[src/rtl/timer_array.sv]
// timer_array: N-channel reloadable up-counter timers with prescale or cascade clocking
//   clock_16      system clock
//   reset         asynchronous active-low reset
//   reload_we     per-channel reload write strobe, data on reload_wdata
//   ctrl_we       per-channel control write strobe, data on ctrl_wdata
//                 ctrl: [1:0] prescale sel, [2] cascade, [6] irq_en, [7] enable
//   count_out     live counters, channel i at [i*CNT_W +: CNT_W]
//   ctrl_out      control register readback, channel i at [i*8 +: 8]
//   overflow      registered one-cycle pulse the cycle after a channel wraps
//   irq           overflow gated by irq_en, same timing as overflow
module timer_array #(
    parameter int NUM_CH = 4,
    parameter int CNT_W  = 16
) (
    input  logic                    clock_16,
    input  logic                    reset,
    input  logic [NUM_CH-1:0]       reload_we,
    input  logic [CNT_W-1:0]        reload_wdata,
    input  logic [NUM_CH-1:0]       ctrl_we,
    input  logic [7:0]              ctrl_wdata,
    output logic [NUM_CH*CNT_W-1:0] count_out,
    output logic [NUM_CH*8-1:0]     ctrl_out,
    output logic [NUM_CH-1:0]       overflow,
    output logic [NUM_CH-1:0]       irq
);
    genvar i;
    generate
        for (i = 0; i < NUM_CH; i++) begin : ch
            logic [CNT_W-1:0] rld, cnt, nrld;
            logic [7:0]       ctl;
            logic [9:0]       psc, mask;
            logic             casc, run, rise, tick, cin, inc, wrap, ovf_q, irq_q;
            // Cascade input is the previous channel's same-cycle wrap, so chains ripple combinationally.
            if (i == 0) begin : g_first
                assign cin = 1'b0;
            end else begin : g_next
                assign cin = ch[i-1].wrap;
            end
            assign casc = (i != 0) && ctl[2];
            // A write that clears enable freezes the channel in that very cycle.
            assign run  = ctl[7] && !(ctrl_we[i] && !ctrl_wdata[7]);
            assign rise = ctrl_we[i] && ctrl_wdata[7] && !ctl[7];
            assign mask = (ctl[1:0] == 2'd0) ? 10'd0 :
                          (ctl[1:0] == 2'd1) ? 10'd63 :
                          (ctl[1:0] == 2'd2) ? 10'd255 : 10'd1023;
            assign tick = (psc & mask) == mask;
            assign inc  = run && (casc ? cin : tick);
            assign wrap = inc && (cnt == {CNT_W{1'b1}});
            // Write-through: a reload written this cycle is what a wrap or enable rise loads.
            assign nrld = reload_we[i] ? reload_wdata : rld;
            always_ff @(posedge clock_16 or negedge reset) begin
                if (!reset) begin
                    rld   <= '0;
                    cnt   <= '0;
                    ctl   <= '0;
                    psc   <= '0;
                    ovf_q <= 1'b0;
                    irq_q <= 1'b0;
                end else begin
                    if (reload_we[i]) rld <= reload_wdata;
                    if (ctrl_we[i]) ctl <= ctrl_wdata;
                    ovf_q <= wrap;
                    irq_q <= wrap && ctl[6];
                    if (rise) begin
                        cnt <= nrld;
                        psc <= '0;
                    end else begin
                        if (run && !casc) psc <= psc + 10'd1;
                        if (wrap) cnt <= nrld;
                        else if (inc) cnt <= cnt + 1'b1;
                    end
                end
            end
            assign count_out[i*CNT_W +: CNT_W] = cnt;
            assign ctrl_out[i*8 +: 8]          = ctl;
            assign overflow[i]                 = ovf_q;
            assign irq[i]                      = irq_q;
        end
    endgenerate
endmodule

[config.mk]
export PLATFORM = sky130hd
export DESIGN_NAME = timer_array
export DESIGN_NICKNAME = d
export VERILOG_FILES = /design/src/rtl/timer_array.sv
export SDC_FILE = /design/constraint.sdc
export NUM_CORES = 1
export LEC_CHECK = 0
export BUFFER_PORTS_ARGS = -buffer_cell sky130_fd_sc_hd__buf_2
export CAP_MARGIN = 20
export CORE_MARGIN = 3
export CORE_UTILIZATION = 58
export DETAILED_ROUTE_END_ITERATION = 7
export PLACE_DENSITY = 0.88
export SLEW_MARGIN = 20
export SYNTH_ARGS = -nofsm -noshare
export SYNTH_HDL_FRONTEND = slang
export SYNTH_SLANG_ARGS = --single-unit
export TNS_END_PERCENT = 5
[constraint.sdc]
create_clock -name clock_16 -period 3.1 [get_ports clock_16]
set_clock_uncertainty 0.15 [all_clocks]
set_input_delay 0.31 -clock clock_16 [delete_from_list [all_inputs] [get_ports clock_16]]
set_output_delay 0.31 -clock clock_16 [all_outputs]
set_load 0.01 [all_outputs]
==> reports/summary.log <==
qor: setup_path.worstPathCellList ha_1, nand3_1, nor3_4, o2111ai_2, buf_4, a21boi_2, o2111ai_1, inv_1, nor2_1, buf_4, a221oi_1
qor: synthesis.synth_area_leaders sky130_fd_sc_hd__dfrtp_1 (51%), sky130_fd_sc_hd__mux2_2 (10%), sky130_fd_sc_hd__nor2_1 (3.3%)
qor: sta.worst_slew_pin_slew 0.720 ns
qor: sta.setup-tns-final 0 ns
qor: die.die_h 139 um
qor: clock_network.tritoncts_clock_tree done
qor: synthesis.post_synth_inst_count 979
qor: global_routing.number_of_antenna_violations_at_the_first_check_in_global_routing 1
qor: synthesis.syn_nets 1021
qor: power.p_clk_share 31.9%
qor: clock_network.cts_root_buf sky130_fd_sc_hd__clkbuf_16
qor: final_layout.seq_area 0.00520 sq mm
qor: clock_network.cts.sink_count 208
qor: setup_path.crit_path_category register to register
qor: min_path.worst_hold_path.num_cells 2
qor: drt.detail_route.drc_violations 0
qor: sta.min_period 2.91 ns
qor: synthesis.number_of_warnings_reported_in_the_yosys_synthesis_log 0
qor: die.std_cell_rows 48
qor: drt.detailroute.via_count 8764
qor: synthesis.avgSynthCellArea 10.5 sq um
qor: drt.detail_route.vias_per_cell 6.37
qor: clock_network.worst_setup_hold_path_clk_slew 0.06 ns
qor: power.internal-power 5.57 mW
qor: power.power.net_switching 2.67 mW
qor: drt.drtIter0Drc 836
qor: final_layout.post_route_cells_drive_above_1_share 29.7%
qor: die.floorplan.initialDensity 59.3%
qor: flow_run.max-cap-violations 0
qor: final_layout.diodes 0
qor: setup_path.critPathArrivalTime 3.15 ns
qor: die.die_area 0.0193 sq mm
qor: clock_network.max-clock-path-buffers 3
qor: setup_path.critical_path.top_delay_family compound AO/OA/AOI/OAI gates
qor: synthesis.post_synth_edffs 0
qor: setup_path.worstSetupPathDepth 11
qor: setup_path.timing.critical_path.required 3.34 ns
qor: power.pwr-share-comb 23.1%
qor: sta.setup_viol 0
qor: drt.firstDrtPassIters 8
qor: synthesis.async_flop_share 100%
qor: die.io-pin-count 138
qor: setup_path.critPathLaunchType register
qor: sta.hold_ws 0.0125 ns
qor: setup_path.crit_path_max_fanout 8
qor: global_routing.grt_remaining_overflow 0
qor: die.design.core.area 0.0173 sq mm
qor: synthesis.synth_ff_type sky130_fd_sc_hd__dfrtp_1
qor: sta.max_freq 344 MHz
qor: clock_network.clkLatencyLatePin 0.50 ns
qor: power.vdd_ir_drop_max 0.000452 V
qor: die.die_w 139 um
qor: power.power.static_leakage 5.41 nW
qor: status.run_status completed
qor: drt.ant_nets 0
qor: power.powerDensity 678 mW/mm^2
qor: min_path.min_path_type input pin to register
qor: synthesis.synth_area 0.0103 sq mm
qor: setup_path.critical_path.most_common_cell sky130_fd_sc_hd__buf_4
qor: global_routing.global_route.usage.total 28.6%
qor: clock_network.cts.htree.levels 1
qor: sta.timing_max_transition_violations_final 0
qor: setup_path.critPathMaxStageDelay 0.40 ns
qor: sta.period_share 93.9%
qor: synthesis.netlist.top_cell.by_area sky130_fd_sc_hd__dfrtp_1
qor: sta.relSlewSlack 51.5%
qor: clock_network.tritoncts.num_buffers 22
qor: place.gpl_congestion 0.911
qor: power.share_seq_of_total_power 45.0%
qor: setup_path.timing.critical_path.buf_inv 3
qor: place.portBuffers 137
qor: synthesis.synth_top_area_share 50.7%
qor: sta.grt_setup_unrepaired no
qor: setup_path.timing.critical_path.to_type register
qor: drt.wl_per_cell 20.6 um
qor: power.power.share.switching 32.4%
qor: global_routing.grt_first_pass_wirelength 45300 um
qor: place.dp_hpwl 19800 um
qor: global_routing.grt_pass1_vias 8438
qor: synthesis.synth-seq-cells 208
qor: setup_path.crit_slowest_cell sky130_fd_sc_hd__dfrtp_1
qor: final_layout.area_growth_syn_to_layout 18.4%
qor: global_routing.grt_max_degree 80
qor: synthesis.post_synth_num_cell_types 81
qor: synthesis.synth-seq-area-share 50.7%
qor: final_layout.layout.nets 1178
qor: sta.timing_hold_violations_final 0
qor: drt.routed_wirelength 28300 um
qor: setup_path.ff2ff_path_depth 11
qor: final_layout.filler_cell_count 1244
qor: final_layout.multi_input_comb_area 0.00475 sq mm
-- metrics by stage --
step	util [%]	cells	instance area [sq um]	power, mW	setup WS (ns)
detailed placement	65.6	1330	11300	5.60	0.146
global route	70.3	1375	12200	8.63	0.0211
global placement	65.6	1330	11300	5.50	0.178
floorplan	-	979	10300	4.73	0.329
finish	70.3	1375	12200	8.24	0.189
CTS	70.2	1375	12100	8.23	0.0852
-- logic make-up (layout without fill, tap and decap cells) --
logic type / Yosys count / after routing / synth area share, %
DFF: 208 / 208 / 50.7
muxes: 104 / 104 / 11.3
AOI/OAI and AO/OA: 221 / 221 / 15.1
buffers and inverters: 78 / 249 / 3.25
adders and majority gates: 8 / 8 / 0.975
xor gates and xnor gates: 24 / 24 / 2.05
and+or+nand+nor: 336 / 336 / 16.6
-- worst reg2reg max path: cells and delay by family (launching register included) --
| family | cells | cell delay [ns] |
|---|---|---|
| adder cells (fa/ha/maj) | 1 | 0.20 |
| AO/OA/AOI/OAI | 4 | 0.91 |
| flip-flops | 1 | 0.40 |
| buffers and inverters | 3 | 0.60 |
| AND/OR/NAND/NOR | 3 | 0.55 |
-- layout by cell type (no fill, tap or decap), drive strengths merged, types with 7 or more instances in the layout --
master	n
nor2	92
a21oi	49
inv	27
nor3	21
nand3	42
nand2	71
nand4	31
mux2i	11
o22ai	7
nor4	13
clkbuf	35
o22a	10
xor2	20
a31oi	16
ha	8
dlygate4sd3	7
mux2	93
o21ai	51
and3	19
o221a	9
buf	176
and2	11
o211ai	7
or3	9
dfrtp	208
-- final cells by class --
class / count / area share, %
flip-flops and latches: 208 / 42.8
multi-input cells: 693 / 39.1
clock buffers: 34 / 5.57
clock inverters: 4 / 0.371
well taps: 225 / 2.32
inverters: 27 / 0.834
repair buffers: 184 / 8.97
-- layer usage --
layer | share of wire, % | GRT usage [%] | routed length (um) | vias to the layer above
met5 | 0.042 | 0 | 12 | -
met4 | 3.3 | 8.60 | 944 | 2
met3 | 9.2 | 7.03 | 2600 | 84
met2 | 48 | 47.4 | 13700 | 479
met1 | 39 | 37.6 | 11100 | 4281
li1 | - | - | - | 3918
-- cell usage after synthesis (10+ instances only) --
library cell,instances
sky130_fd_sc_hd__a21oi_1,48
sky130_fd_sc_hd__a31oi_1,16
sky130_fd_sc_hd__and2_1,11
sky130_fd_sc_hd__and3_1,19
sky130_fd_sc_hd__clkbuf_1,31
sky130_fd_sc_hd__dfrtp_1,208
sky130_fd_sc_hd__inv_1,26
sky130_fd_sc_hd__mux2_2,92
sky130_fd_sc_hd__mux2i_1,11
sky130_fd_sc_hd__nand2_1,71
sky130_fd_sc_hd__nand3_1,41
sky130_fd_sc_hd__nand4_1,29
sky130_fd_sc_hd__nor2_1,90
sky130_fd_sc_hd__nor3_1,20
sky130_fd_sc_hd__nor4_1,10
sky130_fd_sc_hd__o21ai_0,51
sky130_fd_sc_hd__o22a_1,10
sky130_fd_sc_hd__xor2_1,20
-- power by group through the flow --
stage	Combinational [mW]	Sequential, mW	Clock [mW]
3_5_place_dp	1.87	3.73	0
3_3_place_gp	1.81	3.70	0
2_1_floorplan	0.976	3.76	0
5_1_grt	2.09	3.78	2.76
6_report	1.91	3.71	2.63
4_1_cts	1.89	3.69	2.65
-- state kept, by name, indices dropped and copies added (netlist names) --
name,count
ch.psc,40
ch.rld,64
ch.irq_q,4
ch.ovf_q,4
ch.ctl,32
ch.cnt,64
-- final timing paths --
kind	endpoint	start	slack, ns
max in group asynchronous	ch[1].psc[9]	reset	1.69
max reg2reg	ch[2].cnt[8]	ch[0].cnt[0]	0.19
min reg2reg	ch[2].rld[6]	ch[2].rld[6]	0.35
max	ch[2].cnt[8]	ch[0].cnt[0]	0.19
min in group asynchronous	ch[0].rld[3]	reset	0.25
min	ch[2].rld[6]	reload_wdata[6]	0.01
-- repair_timing --
item / CTS / global route
buffers inserted: 0 / 0
gates resized for setup: 0 / 5
setup endpoints to repair: 0 / 23
hold buffers: 7 / 0
hold endpoints to repair: 98 / 0
No activity file was read; power rests on OpenSTA's default activity.
